### config.mk
export PLATFORM = sky130hd
export DESIGN_NAME = noc_packetizer
export DESIGN_NICKNAME = d
export VERILOG_FILES = /design/src/rtl/noc_pkg.sv /design/src/rtl/noc_packetizer.sv
export SDC_FILE = /design/constraint.sdc
export NUM_CORES = 1
export LEC_CHECK = 0
export ABC_AREA = 1
export CORE_ASPECT_RATIO = 0.9
export CORE_MARGIN = 10
export CORE_UTILIZATION = 45
export DETAILED_ROUTE_END_ITERATION = 8
export PLACE_DENSITY = 0.72
export SETUP_SLACK_MARGIN = 0.5
export SLEW_MARGIN = 20
export SYNTH_ARGS = -nofsm -noshare
export SYNTH_HDL_FRONTEND = slang
export SYNTH_SLANG_ARGS = --single-unit
export TNS_END_PERCENT = 100
### constraint.sdc
create_clock -name clk -period 2.5 [get_ports clk]
set_clock_uncertainty 0.1 [all_clocks]
set_input_delay 0.5 -clock clk [delete_from_list [all_inputs] [get_ports clk]]
set_output_delay 0.5 -clock clk [all_outputs]
set_load 0.03 [all_outputs]
### src/rtl/noc_pkg.sv
// Shared mesh packet definitions: field positions, packet width and packed layout
// used by both the router switches and the transmit-side packetizer.
package noc_pkg;

    localparam int PKT_WIDTH    = 39;

    localparam int FLD_TYPE_MSB = 38;
    localparam int FLD_TYPE_LSB = 37;
    localparam int FLD_X_MSB    = 36;
    localparam int FLD_X_LSB    = 33;
    localparam int FLD_Y_MSB    = 32;
    localparam int FLD_Y_LSB    = 29;
    localparam int FLD_CNT_MSB  = 28;
    localparam int FLD_CNT_LSB  = 27;
    localparam int FLD_SEQ_MSB  = 26;
    localparam int FLD_SEQ_LSB  = 24;
    localparam int FLD_B0_MSB   = 23;
    localparam int FLD_B0_LSB   = 16;
    localparam int FLD_B1_MSB   = 15;
    localparam int FLD_B1_LSB   = 8;
    localparam int FLD_B2_MSB   = 7;
    localparam int FLD_B2_LSB   = 0;

    typedef struct packed {
        logic [1:0] pkt_type;
        logic [3:0] dst_x;
        logic [3:0] dst_y;
        logic [1:0] count;
        logic [2:0] seq;
        logic [7:0] byte0;
        logic [7:0] byte1;
        logic [7:0] byte2;
    } noc_pkt_t;

    function automatic noc_pkt_t noc_pack(
        input logic [1:0] ptype,
        input logic [3:0] dx,
        input logic [3:0] dy,
        input logic [1:0] cnt,
        input logic [2:0] seq,
        input logic [7:0] b0,
        input logic [7:0] b1,
        input logic [7:0] b2
    );
        noc_pkt_t p;
        p.pkt_type = ptype;
        p.dst_x    = dx;
        p.dst_y    = dy;
        p.count    = cnt;
        p.seq      = seq;
        p.byte0    = b0;
        p.byte1    = b1;
        p.byte2    = b2;
        return p;
    endfunction

endpackage

### src/rtl/noc_packetizer.sv
// Gathers up to three payload bytes plus a destination into one mesh packet and offers it
// on a valid/ready port; self-addressed packets are dropped. Optional macro: NOC_PACKETIZER_SEQ_EN.
module noc_packetizer
    import noc_pkg::*;
#(
    parameter int         WIDTH    = PKT_WIDTH,
    parameter logic [3:0] X_LOCAL  = 4'b0000,
    parameter logic [3:0] Y_LOCAL  = 4'b0001,
    parameter logic [1:0] PKT_TYPE = 2'b01
) (
    input  logic             clk,
    input  logic             rst_n,
    input  logic             in_valid,
    output logic             in_ready,
    input  logic [7:0]       in_data,
    input  logic             in_last,
    input  logic [3:0]       dst_x,
    input  logic [3:0]       dst_y,
    output logic             pkt_valid,
    input  logic             pkt_ready,
    output logic [WIDTH-1:0] pkt_data,
    output logic             err_self
);

    typedef enum logic [1:0] {B0 = 2'd0, B1 = 2'd1, B2 = 2'd2, SEND = 2'd3} noc_pktz_state_e;

    noc_pktz_state_e  r_state;
    noc_pktz_state_e  w_next_state;
    logic [7:0]       r_byte0;
    logic [7:0]       r_byte1;
    logic [3:0]       r_dst_x;
    logic [3:0]       r_dst_y;
    logic [WIDTH-1:0] r_pkt_data;
    logic             r_err_self;
    logic             w_in_ready;
    logic             w_pkt_valid;
    logic             w_in_fire;
    logic             w_pkt_fire;
    logic             w_complete;
    logic             w_self;
    logic [3:0]       w_dst_x;
    logic [3:0]       w_dst_y;
    logic [1:0]       w_count;
    logic [7:0]       w_b0;
    logic [7:0]       w_b1;
    logic [7:0]       w_b2;
    logic [2:0]       w_seq;
    noc_pkt_t         w_pkt;

    assign w_in_fire  = in_valid && w_in_ready;
    assign w_pkt_fire = w_pkt_valid && pkt_ready;

    // State register
    always_ff @(posedge clk or negedge rst_n) begin
        if (!rst_n) begin
            r_state <= B0;
        end else begin
            r_state <= w_next_state;
        end
    end

    // Next-state logic; a completing self-addressed packet returns straight to B0
    always_comb begin
        w_next_state = r_state;
        unique case (r_state)
            B0:      if (w_in_fire) w_next_state = in_last ? (w_self ? B0 : SEND) : B1;
                     else           w_next_state = B0;
            B1:      if (w_in_fire) w_next_state = in_last ? (w_self ? B0 : SEND) : B2;
                     else           w_next_state = B1;
            B2:      if (w_in_fire) w_next_state = w_self ? B0 : SEND;
                     else           w_next_state = B2;
            SEND:    if (w_pkt_ready_ok()) w_next_state = B0;
                     else                  w_next_state = SEND;
            default: w_next_state = B0;
        endcase
    end

    function automatic logic w_pkt_ready_ok();
        return pkt_ready;
    endfunction

    // Handshake outputs decoded from the state register
    always_comb begin
        w_in_ready  = 1'b0;
        w_pkt_valid = 1'b0;
        unique case (r_state)
            B0, B1, B2: w_in_ready  = 1'b1;
            SEND:       w_pkt_valid = 1'b1;
            default:    w_in_ready  = 1'b0;
        endcase
    end

    // Packet image as it would look if the byte offered this cycle completed it
    always_comb begin
        w_dst_x    = r_dst_x;
        w_dst_y    = r_dst_y;
        w_b0       = r_byte0;
        w_b1       = r_byte1;
        w_b2       = 8'h00;
        w_count    = 2'd0;
        w_complete = 1'b0;
        unique case (r_state)
            B0: begin
                w_dst_x    = dst_x;
                w_dst_y    = dst_y;
                w_b0       = in_data;
                w_b1       = 8'h00;
                w_count    = 2'd1;
                w_complete = w_in_fire && in_last;
            end
            B1: begin
                w_b1       = in_data;
                w_count    = 2'd2;
                w_complete = w_in_fire && in_last;
            end
            B2: begin
                w_b2       = in_data;
                w_count    = 2'd3;
                w_complete = w_in_fire;
            end
            default: w_complete = 1'b0;
        endcase
    end

    assign w_self = (w_dst_x == X_LOCAL) && (w_dst_y == Y_LOCAL);
    assign w_pkt  = noc_pack(PKT_TYPE, w_dst_x, w_dst_y, w_count, w_seq, w_b0, w_b1, w_b2);

    // Byte slots and destination capture; slots are cleared whenever a packet ends
    always_ff @(posedge clk or negedge rst_n) begin
        if (!rst_n) begin
            r_byte0 <= 8'h00;
            r_byte1 <= 8'h00;
            r_dst_x <= 4'h0;
            r_dst_y <= 4'h0;
        end else if (w_pkt_fire || (w_complete && w_self)) begin
            r_byte0 <= 8'h00;
            r_byte1 <= 8'h00;
        end else if (w_in_fire && (r_state == B0)) begin
            r_byte0 <= in_data;
            r_dst_x <= dst_x;
            r_dst_y <= dst_y;
        end else if (w_in_fire && (r_state == B1)) begin
            r_byte1 <= in_data;
        end
    end

    // Registered packet and drop pulse
    always_ff @(posedge clk or negedge rst_n) begin
        if (!rst_n) begin
            r_pkt_data <= {WIDTH{1'b0}};
            r_err_self <= 1'b0;
        end else begin
            r_err_self <= w_complete && w_self;
            if (w_complete && !w_self) begin
                r_pkt_data <= w_pkt;
            end else if (w_pkt_fire) begin
                r_pkt_data <= {WIDTH{1'b0}};
            end
        end
    end

`ifdef NOC_PACKETIZER_SEQ_EN
    logic [2:0] r_seq;

    // Sequence counter advances once per packet handed to the router
    always_ff @(posedge clk or negedge rst_n) begin
        if (!rst_n) begin
            r_seq <= 3'd0;
        end else if (w_pkt_fire) begin
            r_seq <= r_seq + 3'd1;
        end
    end

    assign w_seq = r_seq;
`else
    assign w_seq = 3'b000;
`endif

    assign in_ready  = w_in_ready;
    assign pkt_valid = w_pkt_valid;
    assign pkt_data  = r_pkt_data;
    assign err_self  = r_err_self;

endmodule

==> results of run 1 <==
==> routing by layer <==
| metal | vias up | routed length [um] | part of all wire (%) | GRT usage, % |
|---|---|---|---|---|
| met5 | - | 0 | 0 | 0 |
| met1 | 1349 | 3630 | 40 | 17.9 |
| li1 | 1294 | - | - | - |
| met4 | 0 | 209 | 2.3 | 5.14 |
| met2 | 124 | 4550 | 50 | 27.0 |
| met3 | 29 | 681 | 7.5 | 6.21 |
==> layout make-up <==
class / count / area, um^2
clock inverter: 3 / 42.5
timing repair inverter: 2 / 22.5
clock buffer: 12 / 165
sequential: 62 / 1550
fill: 433 / 1710
tap: 87 / 109
timing repair buffer: 100 / 1110
inverter: 33 / 151
multi-input combinational: 234 / 1330
==> worst max-delay path: stages, from the launching register on <==
cell and delay, ns:
dfrtp_1 0.36, inv_2 0.06, ha_4 0.17, buf_12 0.15
clkinv_8 0.06, nand2_4 0.04, nand2_2 0.08, nand2_2 0.07
nor2_4 0.16, nand2_4 0.09, nand2_4 0.10, clkinv_8 0.07
nor2_8 0.25, clkbuf_16 0.21, nand2_1 0.06, nand3_1 0.06
==> path summary, 6_finish.rpt <==
| check | startpoint | to | cells past startpoint |
|---|---|---|---|
| max | r_state[0]$_DFF_PN0_ | pkt_data[13]$_DFFE_PN0P_ | 15 |
| min | rst_n | r_dst_x[0]$_DFFE_PN0P_ | 2 |
| max reg2reg | r_state[0]$_DFF_PN0_ | pkt_data[13]$_DFFE_PN0P_ | 15 |
| min reg2reg | pkt_data[18]$_DFFE_PN0P_ | pkt_data[18]$_DFFE_PN0P_ | 2 |
| min in group clk | pkt_data[18]$_DFFE_PN0P_ | pkt_data[18]$_DFFE_PN0P_ | 2 |
| max in group asynchronous | rst_n | r_byte1[6]$_DFFE_PN0P_ | 2 |
==> synth_stat cells <==
| cell | instances | area share [%] |
|---|---|---|
| o21ai_1 | 19 | 3.3 |
| nand2_2 | 1 | 0.22 |
| nand4_1 | 8 | 1.7 |
| inv_1 | 31 | 4.0 |
| ha_1 | 4 | 1.7 |
| buf_2 | 3 | 0.52 |
| clkbuf_2 | 1 | 0.17 |
| nand2_1 | 118 | 15 |
| nor2_4 | 2 | 0.78 |
| buf_6 | 4 | 1.6 |
| nor2_8 | 1 | 0.69 |
| inv_2 | 2 | 0.26 |
| clkbuf_1 | 3 | 0.39 |
| conb_1 | 1 | 0.13 |
| nor2_1 | 5 | 0.65 |
| nand3_2 | 2 | 0.69 |
| a21oi_1 | 10 | 1.7 |
| a21oi_2 | 1 | 0.30 |
| buf_4 | 7 | 1.8 |
| nand2_4 | 2 | 0.78 |
| nand3_1 | 27 | 4.7 |
| dfrtp_1 | 62 | 53 |
| o21ai_0 | 29 | 5.0 |
| nand3b_1 | 1 | 0.26 |
==> per-stage QoR <==
step	hold slack, ns	power [uW]	instances
floorplan	0.104	3150	347
global placement	0.367	3870	486
detailed placement	0.365	3930	486
CTS	0.245	5020	513
global route	0.271	6100	533
finish	0.213	5760	533
==> state kept, by name, summed over array words and instances (netlist names) <==
| register | flops |
|---|---|
| r_byte1 | 8 |
| err_self | 1 |
| r_state | 2 |
| pkt_data | 35 |
| r_dst_y | 4 |
| r_byte0 | 8 |
| r_dst_x | 4 |
==> power groups by stage <==
| stage | Sequential, uW | Combinational, uW | Clock (uW) |
|---|---|---|---|
| 5_1_grt | 1660 | 3460 | 980 |
| 3_3_place_gp | 1610 | 2260 | 0 |
| 3_5_place_dp | 1620 | 2310 | 0 |
| 4_1_cts | 1600 | 2500 | 925 |
| 2_1_floorplan | 1970 | 1180 | 0 |
| 6_report | 1620 | 3210 | 930 |
==> repair_timing <==
action                                  CTS  global route
hold buffers                              0             0
resized for setup                        23           111
endpoints found under the setup margin   68            89
pin swaps                                 3            16
gates cloned                              2             5
setup buffers                            10            15
==> cells by family after synthesis <==
family / Yosys count
adders and majority gates: 4
and+or+nand+nor: 167
DFF: 62
buffers and inverters: 51
other: 1
AOI/OAI and AO/OA: 59
==> metrics.yaml, run 1 <==
logic_synthesis:
  yosysWarningCount: 0
  synth_compound_area_share_pct: 10.3
  synthAdderAreaFrac_pct: 1.72
  synthSimpleGateAreaFrac_pct: 25.7
  yosysSeqAreaShare_pct: 53.4
  synthCells: 344
  avgSynthCellArea_um2: 8.44
  synth_area_um2: 2900
  synth_cell_types: 24
  ys_seq_elements: 62
  synthMuxAreaShare_pct: 0
  synth_top_family_by_area: "simple AND/OR/NAND/NOR gates"
  synth_xor_xnor_area_share_pct: 0
place:
  dp_slack_ns: 0.166
  place_area_um2: 3600
  portBuffers: 58
  hpwl_um: 5300
  gp_congestion: 0.865
sta:
  worst_pin_slew_ns: 0.780
  period_share_pct: 87.4
  rsz0062_at_grt: "true"
  setup_viol: 0
  period_needed_ns: 2.19
  setup_tns_ns: 0
  max_clock_freq_mhz: 457
  fin_ws_ns: 0.314
  hold_viol: 0
  relSlewSlack_pct: 48.0
  slew_viol_final: 0
critical_path:
  required_ns: 2.69
  cp-end-kind: "register"
  worstSetupPathType: "reg2reg"
  start_kind: "register"
  regToRegSetupSlack_ns: 0.31
  arrival_ns: 2.37
  critical_path_peak_fanout: 8
detailed_routing:
  drt-initial-drc-count: 179
  wl_um: 9070
  dr_total_vias: 2796
  vias_per_cell: 5.25
  first_pass_iters: 5
  drc: 0
  wl_per_cell_um: 17.0
  ant_nets: 0
clock_network:
  cts_tree: "yes"
  numCtsBuffers: 9
  root_buffer: "clkbuf_8"
  clk_pin_slew_ns: 0.07
  cts_buffer_depth: 2
  h-tree-depth: 3
  cts.sinks: 62
  insertion_delay_ns: 0.35
floorplan:
  dieHeight_um: 96.2
  rows: 27
  core_um2: 6180
  fp.dieW_um: 105
  initial_core_util_pct: 47.0
  die-area_um2: 10100
  ios: 63
status:
  status: "finished, final reports clean"
power_and_ir_drop:
  pwr-share-seq_pct: 28.2
  p_sw_uw: 2460
  p_leak_uw: 0.00253
  switching_share_pct: 42.8
  clkPwrFrac_pct: 16.1
  p_int_uw: 3300
  p_per_area_nw_per_um2: 1290
  pwr-share-comb_pct: 55.7
  ir_drop_v: 0.000677
layout:
  final_common_cell: "nand2_1"
  n_antenna_cell: 0
  nets: 467
  drive_gt1_share_pct: 28.3
  most-common-layout-cells: "nand2_1 (80), dfrtp_1 (62), nand2_2 (32)"
  design_area_um2: 4480
  final_core_util_pct: 72.4
  area_delta_synth_final_pct: 54.2
global_routing:
  antenna_found_initial: 0
  first_global_vias: 2679
  overflow: 0
  track_usage_pct: 15.8
  grt_max_degree: 63
  grt_pass1_wl_um: 12800
flow_run:
  cap_violations: 0
worst_hold_path:
  hp-class: "in2async"
Note: power is estimated with default switching activity, not from simulation.
==> run 2: changes to the inputs <==
GPL_TIMING_DRIVEN = 0   (was not set)
==> run 2 against run 1 <==
- global-route usage grew 1.7 points
- maximum frequency shrank 4.5%
- non-clock buffer count grew 14
- sequential cell count is the same
- routed wire length grew 3.6%
- via count grew 1.9%
- worst hold slack gained 0.17 ns
- critical path depth grew 1
- register-to-register slack lost 0.10 ns
- setup slack lost 0.10 ns
- die area is the same
- largest cell class unchanged
- combinational power grew 6%
==> metrics.yaml, run 2 (same netlist as run 1, synthesis figures left out) <==
critical_path:
  worstSetupPathType: "reg2reg"
  arrival_ns: 2.46  # +0.09 ns
  start_kind: "register"
  cp-end-kind: "register"
  required_ns: 2.67  # -0.02 ns
  critical_path_peak_fanout: 8  # unchanged
layout:
  stdcell_count: 545  # +2.3%
  largest_reg_flops: 35  # unchanged
  n_antenna_cell: 0  # unchanged
  final_core_util_pct: 74.8  # +2.4 points
  nets: 479  # +2.6%
  drive_gt1_share_pct: 35.4  # +7.1 points
  final_common_cell: "nand2_1"
  most-common-layout-cells: "nand2_1 (68), dfrtp_1 (62), nand2_2 (46)"
  area_delta_synth_final_pct: 59.3
clock_network:
  cts_buffer_depth: 2  # unchanged
  insertion_delay_ns: 0.34  # about the same
  clk_pin_slew_ns: 0.07  # about the same
  numCtsBuffers: 9  # unchanged
  cts_tree: "yes"
  root_buffer: "clkbuf_8"
  h-tree-depth: 3  # unchanged
  cts.sinks: 62  # unchanged
place:
  gp_congestion: 0.923  # +6.7%
  portBuffers: 58  # unchanged
  hpwl_um: 5460  # +2.9%
  dp.cells: 493  # +1.4%
flow_run:
  cap_violations: 0  # unchanged
sta:
  fin_hold_ws_ns: 0.384  # +0.171 ns
  setup_viol: 0  # unchanged
  period_needed_ns: 2.29  # +0.103 ns
  setup_tns_ns: 0  # unchanged
  max_clock_freq_mhz: 437  # -4.5%
  hold_viol: 0  # unchanged
  period_share_pct: 91.6  # +4.1 points
  slew_viol_final: 0  # unchanged
  rsz0062_at_grt: "true"
floorplan:
  fp.dieW_um: 105  # unchanged
  rows: 27  # unchanged
  dieHeight_um: 96.2  # unchanged
  core_um2: 6180  # unchanged
  ios: 63  # unchanged
  initial_core_util_pct: 47.0  # unchanged
  die-area_um2: 10100  # unchanged
worst_hold_path:
  hp-class: "reg2reg"
global_routing:
  grt_pass1_wl_um: 14000  # +9.6%
  track_usage_pct: 17.4  # +1.7 points
  first_global_vias: 2787  # +4.0%
  grt_max_degree: 42  # -33%
  antenna_found_initial: 0  # unchanged
  overflow: 0  # unchanged
power_and_ir_drop:
  p_leak_uw: 0.00262  # +3.4%
  ir_drop_v: 0.000716  # +5.8%
  p_per_area_nw_per_um2: 1310  # +1.4%
detailed_routing:
  wl_um: 9410  # +3.6%
  wl_per_cell_um: 17.3  # +1.4%
  ant_nets: 0  # unchanged
  drt-initial-drc-count: 120  # -33%
  dr_total_vias: 2850  # +1.9%
  vias_per_cell: 5.23  # -0.31%
  drc: 0  # unchanged
  first_pass_iters: 5  # unchanged
status:
  status: "finished, final reports clean"
-- run 2: cell types whose count changed in the layout (fill, tap and decap cells not counted), sizes merged --
cell | previous run | this run
clkdlybuf4s50 | 23 | 22
bufinv | 1 | 2
clkinvlp | 1 | 0
clkinv | 4 | 2
inv | 32 | 33
dlygate4sd2 | 5 | 2
clkbuf | 17 | 16
dlymetal6s2s | 27 | 31
dlygate4sd3 | 0 | 1
buf | 39 | 52
-- run 2: metrics by stage --
stage	setup WS, ns	power (uW)	cell area (um^2)
finish	0.211	6030	4620
global route	0.126	6370	4620
CTS	0.345	5540	4260
detailed placement	0.100	3970	3640
global placement	-1.15	3920	3630
floorplan	0.488	3150	2940
-- run 2: layer usage --
layer  GRT usage (%)  part of all wire [%]
met5               0                     0
met2            29.8                    50
met1            20.4                    40
met4            5.02                   2.5
met3            6.41                   6.7
-- run 2: worst paths after layout --
path                                                from                       end  slack (ns)  depth (start not counted)
worst max register to register      r_state[0]$_DFF_PN0_  pkt_data[22]$_DFFE_PN0P_        0.21                         16
worst min-delay path            pkt_data[19]$_DFFE_PN0P_  pkt_data[19]$_DFFE_PN0P_        0.38                          2
min in group asynchronous                          rst_n    r_dst_x[1]$_DFFE_PN0P_        0.48                          2
worst max-delay path                r_state[0]$_DFF_PN0_  pkt_data[22]$_DFFE_PN0P_        0.21                         16
max in group asynchronous                          rst_n   pkt_data[0]$_DFFE_PN0P_        1.31                          3
worst min register to register  pkt_data[19]$_DFFE_PN0P_  pkt_data[19]$_DFFE_PN0P_        0.38                          2
-- run 2: layout make-up --
type	instances	area, um^2
fill	434	1560
multi-input combinational	234	1420
clock buffer	11	151
inverter	33	134
sequential	62	1550
clock inverter	4	70.1
buffer	18	174
timing repair buffer	96	1010
tap	87	109
-- run 2: critical path, stage by stage, from the launching register on --
cell and delay [ns]:
dfrtp_1 0.41, inv_2 0.08, ha_4 0.16, buf_6 0.13
inv_4 0.06, buf_12 0.13, nand2_2 0.07, nand2_2 0.09
nand2_2 0.06, nor2_4 0.15, nand2_4 0.10, nand2_8 0.09
inv_8 0.04, nor2_8 0.20, buf_6 0.16, nand2_1 0.07
o21ai_1 0.09
-- run 2: where the power goes --
group | leakage, uW | internal [uW] | switching, uW
logic | 0.00171 | 1460 | 1950
clock network | 0.000115 | 606 | 382
registers | 0.000795 | 1390 | 243
-- run 2: what timing repair did --
action / 4_1_cts / 5_1_grt
cloned: 5 / 1
setup endpoints to repair: 65 / 94
pin swaps: 7 / 14
hold endpoints to repair: 21 / 0
resized for setup: 76 / 97
setup buffers: 22 / 8
hold buffers: 1 / 0
==> run 3: changes to the inputs <==
PLACE_DENSITY = 0.75   (was 0.72)
SLEW_MARGIN = not set   (was 20)
clock period = 2.1 ns   (was 2.5 ns; I/O delays follow)
==> run 3 against run 2 <==
- the flow now finishes with violations (setup timing)
- largest power group unchanged
- highest routed layer unchanged
- critical path depth is the same
- sequential cell count did not move
- core utilization increased by 2.7 points
==> metrics.yaml, run 3 (same netlist as run 1, synthesis figures left out) <==
layout:
  drive_gt1_share_pct: 47.4  # +12 points
  nets: 486  # +1.5%
  design_area_um2: 4790  # +3.7%
  most-common-layout-cells: "dfrtp_1 (62), nand2_1 (56), nand2_2 (37)"
  area_delta_synth_final_pct: 65.1
  final_common_cell: "dfrtp_1"
  final_core_util_pct: 77.5  # +2.7 points
  stdcell_count: 553  # +1.5%
  largest_reg_flops: 35  # unchanged
  n_antenna_cell: 0  # unchanged
power_and_ir_drop:
  p_int_uw: 4180  # +21%
  pwr-share-seq_pct: 26.0  # -1.1 points
  ir_drop_v: 0.000794  # +11%
  p_per_area_nw_per_um2: 1600  # +23%
  clkPwrFrac_pct: 15.6  # -0.8 points
  p_sw_uw: 3480  # +35%
  switching_share_pct: 45.4  # +2.8 points
  p_total_uw: 7660  # +27%
  p_leak_uw: 0.00237  # -9.7%
  pwr-share-comb_pct: 58.5  # +2.0 points
critical_path:
  reg2reg_from: "r_state[0]$_DFF_PN0_"
  r2r-end: "pkt_data[36]$_DFFE_PN0P_"
  start_kind: "register"
  arrival_ns: 2.41  # -0.05 ns
  cp-end-kind: "register"
  required_ns: 2.29  # -0.38 ns
  r2r_cells: 16  # unchanged
  critical_path_peak_fanout: 6  # -2
  cp-endpoint: "pkt_data[36]$_DFFE_PN0P_"
  worstSetupPathType: "reg2reg"
  crit_path_start: "r_state[0]$_DFF_PN0_"
  regToRegSetupSlack_ns: -0.12  # -0.33 ns
sta:
  period_share_pct: 106  # +14 points
  worst_pin_slew_ns: 0.547
  max_clock_freq_mhz: 451  # +3.3%
  hold_viol: 0  # unchanged
  rsz0062_at_grt: "true"
  slew_viol_final: 0  # unchanged
  setup_viol: 48  # +48
  period_needed_ns: 2.22  # -0.0729 ns
  relSlewSlack_pct: 63.5
  fin_ws_ns: -0.116  # -0.327 ns
floorplan:
  initial_core_util_pct: 47.0  # unchanged
  dieHeight_um: 96.2  # unchanged
  ios: 63  # unchanged
  die-area_um2: 10100  # unchanged
  core_um2: 6180  # unchanged
  rows: 27  # unchanged
  fp.dieW_um: 105  # unchanged
global_routing:
  antenna_found_initial: 0  # unchanged
  grt_pass1_wl_um: 14900  # +5.9%
  met2_usage_pct: 31.9  # +2.1 points
  track_usage_pct: 18.7  # +1.3 points
  top_usage_layer: "met2"
  use_met1_pct: 20.7  # +0.21 points
  grt_max_degree: 42  # unchanged
  grtUsageMet3_pct: 7.01  # +0.60 points
  first_global_vias: 3016  # +8.2%
  overflow: 0  # unchanged
detailed_routing:
  drc: 0  # unchanged
  first_pass_iters: 5  # unchanged
  wl_per_cell_um: 20.0  # +16%
  drt-initial-drc-count: 370  # +210%
  vias_per_cell: 5.67  # +8.4%
  dr_total_vias: 3136  # +10%
  ant_nets: 0  # unchanged
  wl_um: 11100  # +18%
place:
  portBuffers: 58  # unchanged
  hpwl_um: 5540  # +1.6%
  gp_congestion: 0.856  # -7.3%
  place_area_um2: 3650  # +0.17%
  dp_slack_ns: -0.271  # -0.371 ns
  dp.cells: 493  # unchanged
flow_run:
  cap_violations: 0  # unchanged
clock_network:
  root_buffer: "clkbuf_8"
  cts.sinks: 62  # unchanged
  insertion_delay_ns: 0.36  # +0.02 ns
  cts_tree: "yes"
  cts_buffer_depth: 2  # unchanged
  clk_pin_slew_ns: 0.08  # about the same
  numCtsBuffers: 9  # unchanged
  h-tree-depth: 3  # unchanged
status:
  status: "finished with violations"
  violations: "setup timing"
worst_hold_path:
  hp-class: "reg2reg"
-- run 3: cell count changes in the layout (fill, tap and decap cells not counted), sizes merged --
cell,delta
clkinvlp,+2
clkdlybuf4s15,+21
clkdlybuf4s50,-3
buf,+20
dlymetal6s2s,-31
dlygate4sd2,-2
clkbuf,-1
nor2,+1
clkinv,+1
-- run 3: repair_timing --
| action | in CTS | in global routing |
|---|---|---|
| resized for setup | 213 | 120 |
| hold buffers | 1 | 0 |
| hold endpoints to repair | 21 | 0 |
| setup buffers | 25 | 10 |
| cloned | 8 | 0 |
| setup endpoints to repair | 100 | 69 |
| pin swaps | 15 | 26 |
-- run 3: stage by stage --
step / TNS, ns / hold WS [ns]
2_1_floorplan: 0 / 0.0244
3_3_place_gp: -100.16 / 0.357
3_5_place_dp: -10.52 / 0.329
4_1_cts: 0 / 0.392
5_1_grt: -6.76 / 0.418
6_report: -3.30 / 0.387
-- run 3: area by class of cell --
class | instances | area (um^2)
buffer | 18 | 189
clock buffer | 9 | 124
clock inverter | 7 | 97.6
fill | 352 | 1390
inverter | 33 | 149
multi-input combinational | 235 | 1610
sequential | 62 | 1550
tap | 87 | 109
timing repair buffer | 102 | 967
-- run 3: critical path, cell delays in order, from the launching register on --
cell	delay [ns]
dfrtp_1	0.40
inv_2	0.07
ha_4	0.16
buf_8	0.13
clkinv_8	0.06
buf_12	0.13
nand2_4	0.04
nand2_2	0.08
nand2_2	0.08
nor2_4	0.15
nand2_4	0.09
nand2_8	0.08
inv_8	0.04
nor2_8	0.21
buf_6	0.18
nand2_2	0.06
o21ai_1	0.08
-- run 3: layer usage --
| layer | wire length, um | share of wire (%) | vias to the layer above |
|---|---|---|---|
| met5 | 0 | 0 | - |
| met4 | 439 | 4.0 | 0 |
| met3 | 1070 | 9.7 | 51 |
| met2 | 5490 | 50 | 208 |
| met1 | 4050 | 37 | 1538 |
| li1 | - | - | 1339 |
-- run 3: worst min-delay path by stage --
stage	from	to	slack, ns	cells after the start
2_1_floorplan	rst_n	err_self$_DFF_PN0_	0.02	0
3_3_place_gp	pkt_data[29]$_DFFE_PN0P_	pkt_data[29]$_DFFE_PN0P_	0.36	2
3_5_place_dp	rst_n	r_dst_x[0]$_DFFE_PN0P_	0.33	1
4_1_cts	r_dst_y[1]$_DFFE_PN0P_	r_dst_y[1]$_DFFE_PN0P_	0.39	2
5_1_grt	pkt_data[12]$_DFFE_PN0P_	pkt_data[12]$_DFFE_PN0P_	0.42	2
6_report	pkt_data[27]$_DFFE_PN0P_	pkt_data[27]$_DFFE_PN0P_	0.39	2
-- run 3: power by group through the flow --
stage / clock network, uW / logic, uW / registers (uW)
final: 1190 / 4480 / 1990
after global routing: 1260 / 4740 / 2030
after CTS: 1180 / 3680 / 1910
after detailed placement: 0 / 2830 / 1920
after global placement: 0 / 2780 / 1890
after floorplan: 0 / 1410 / 2350
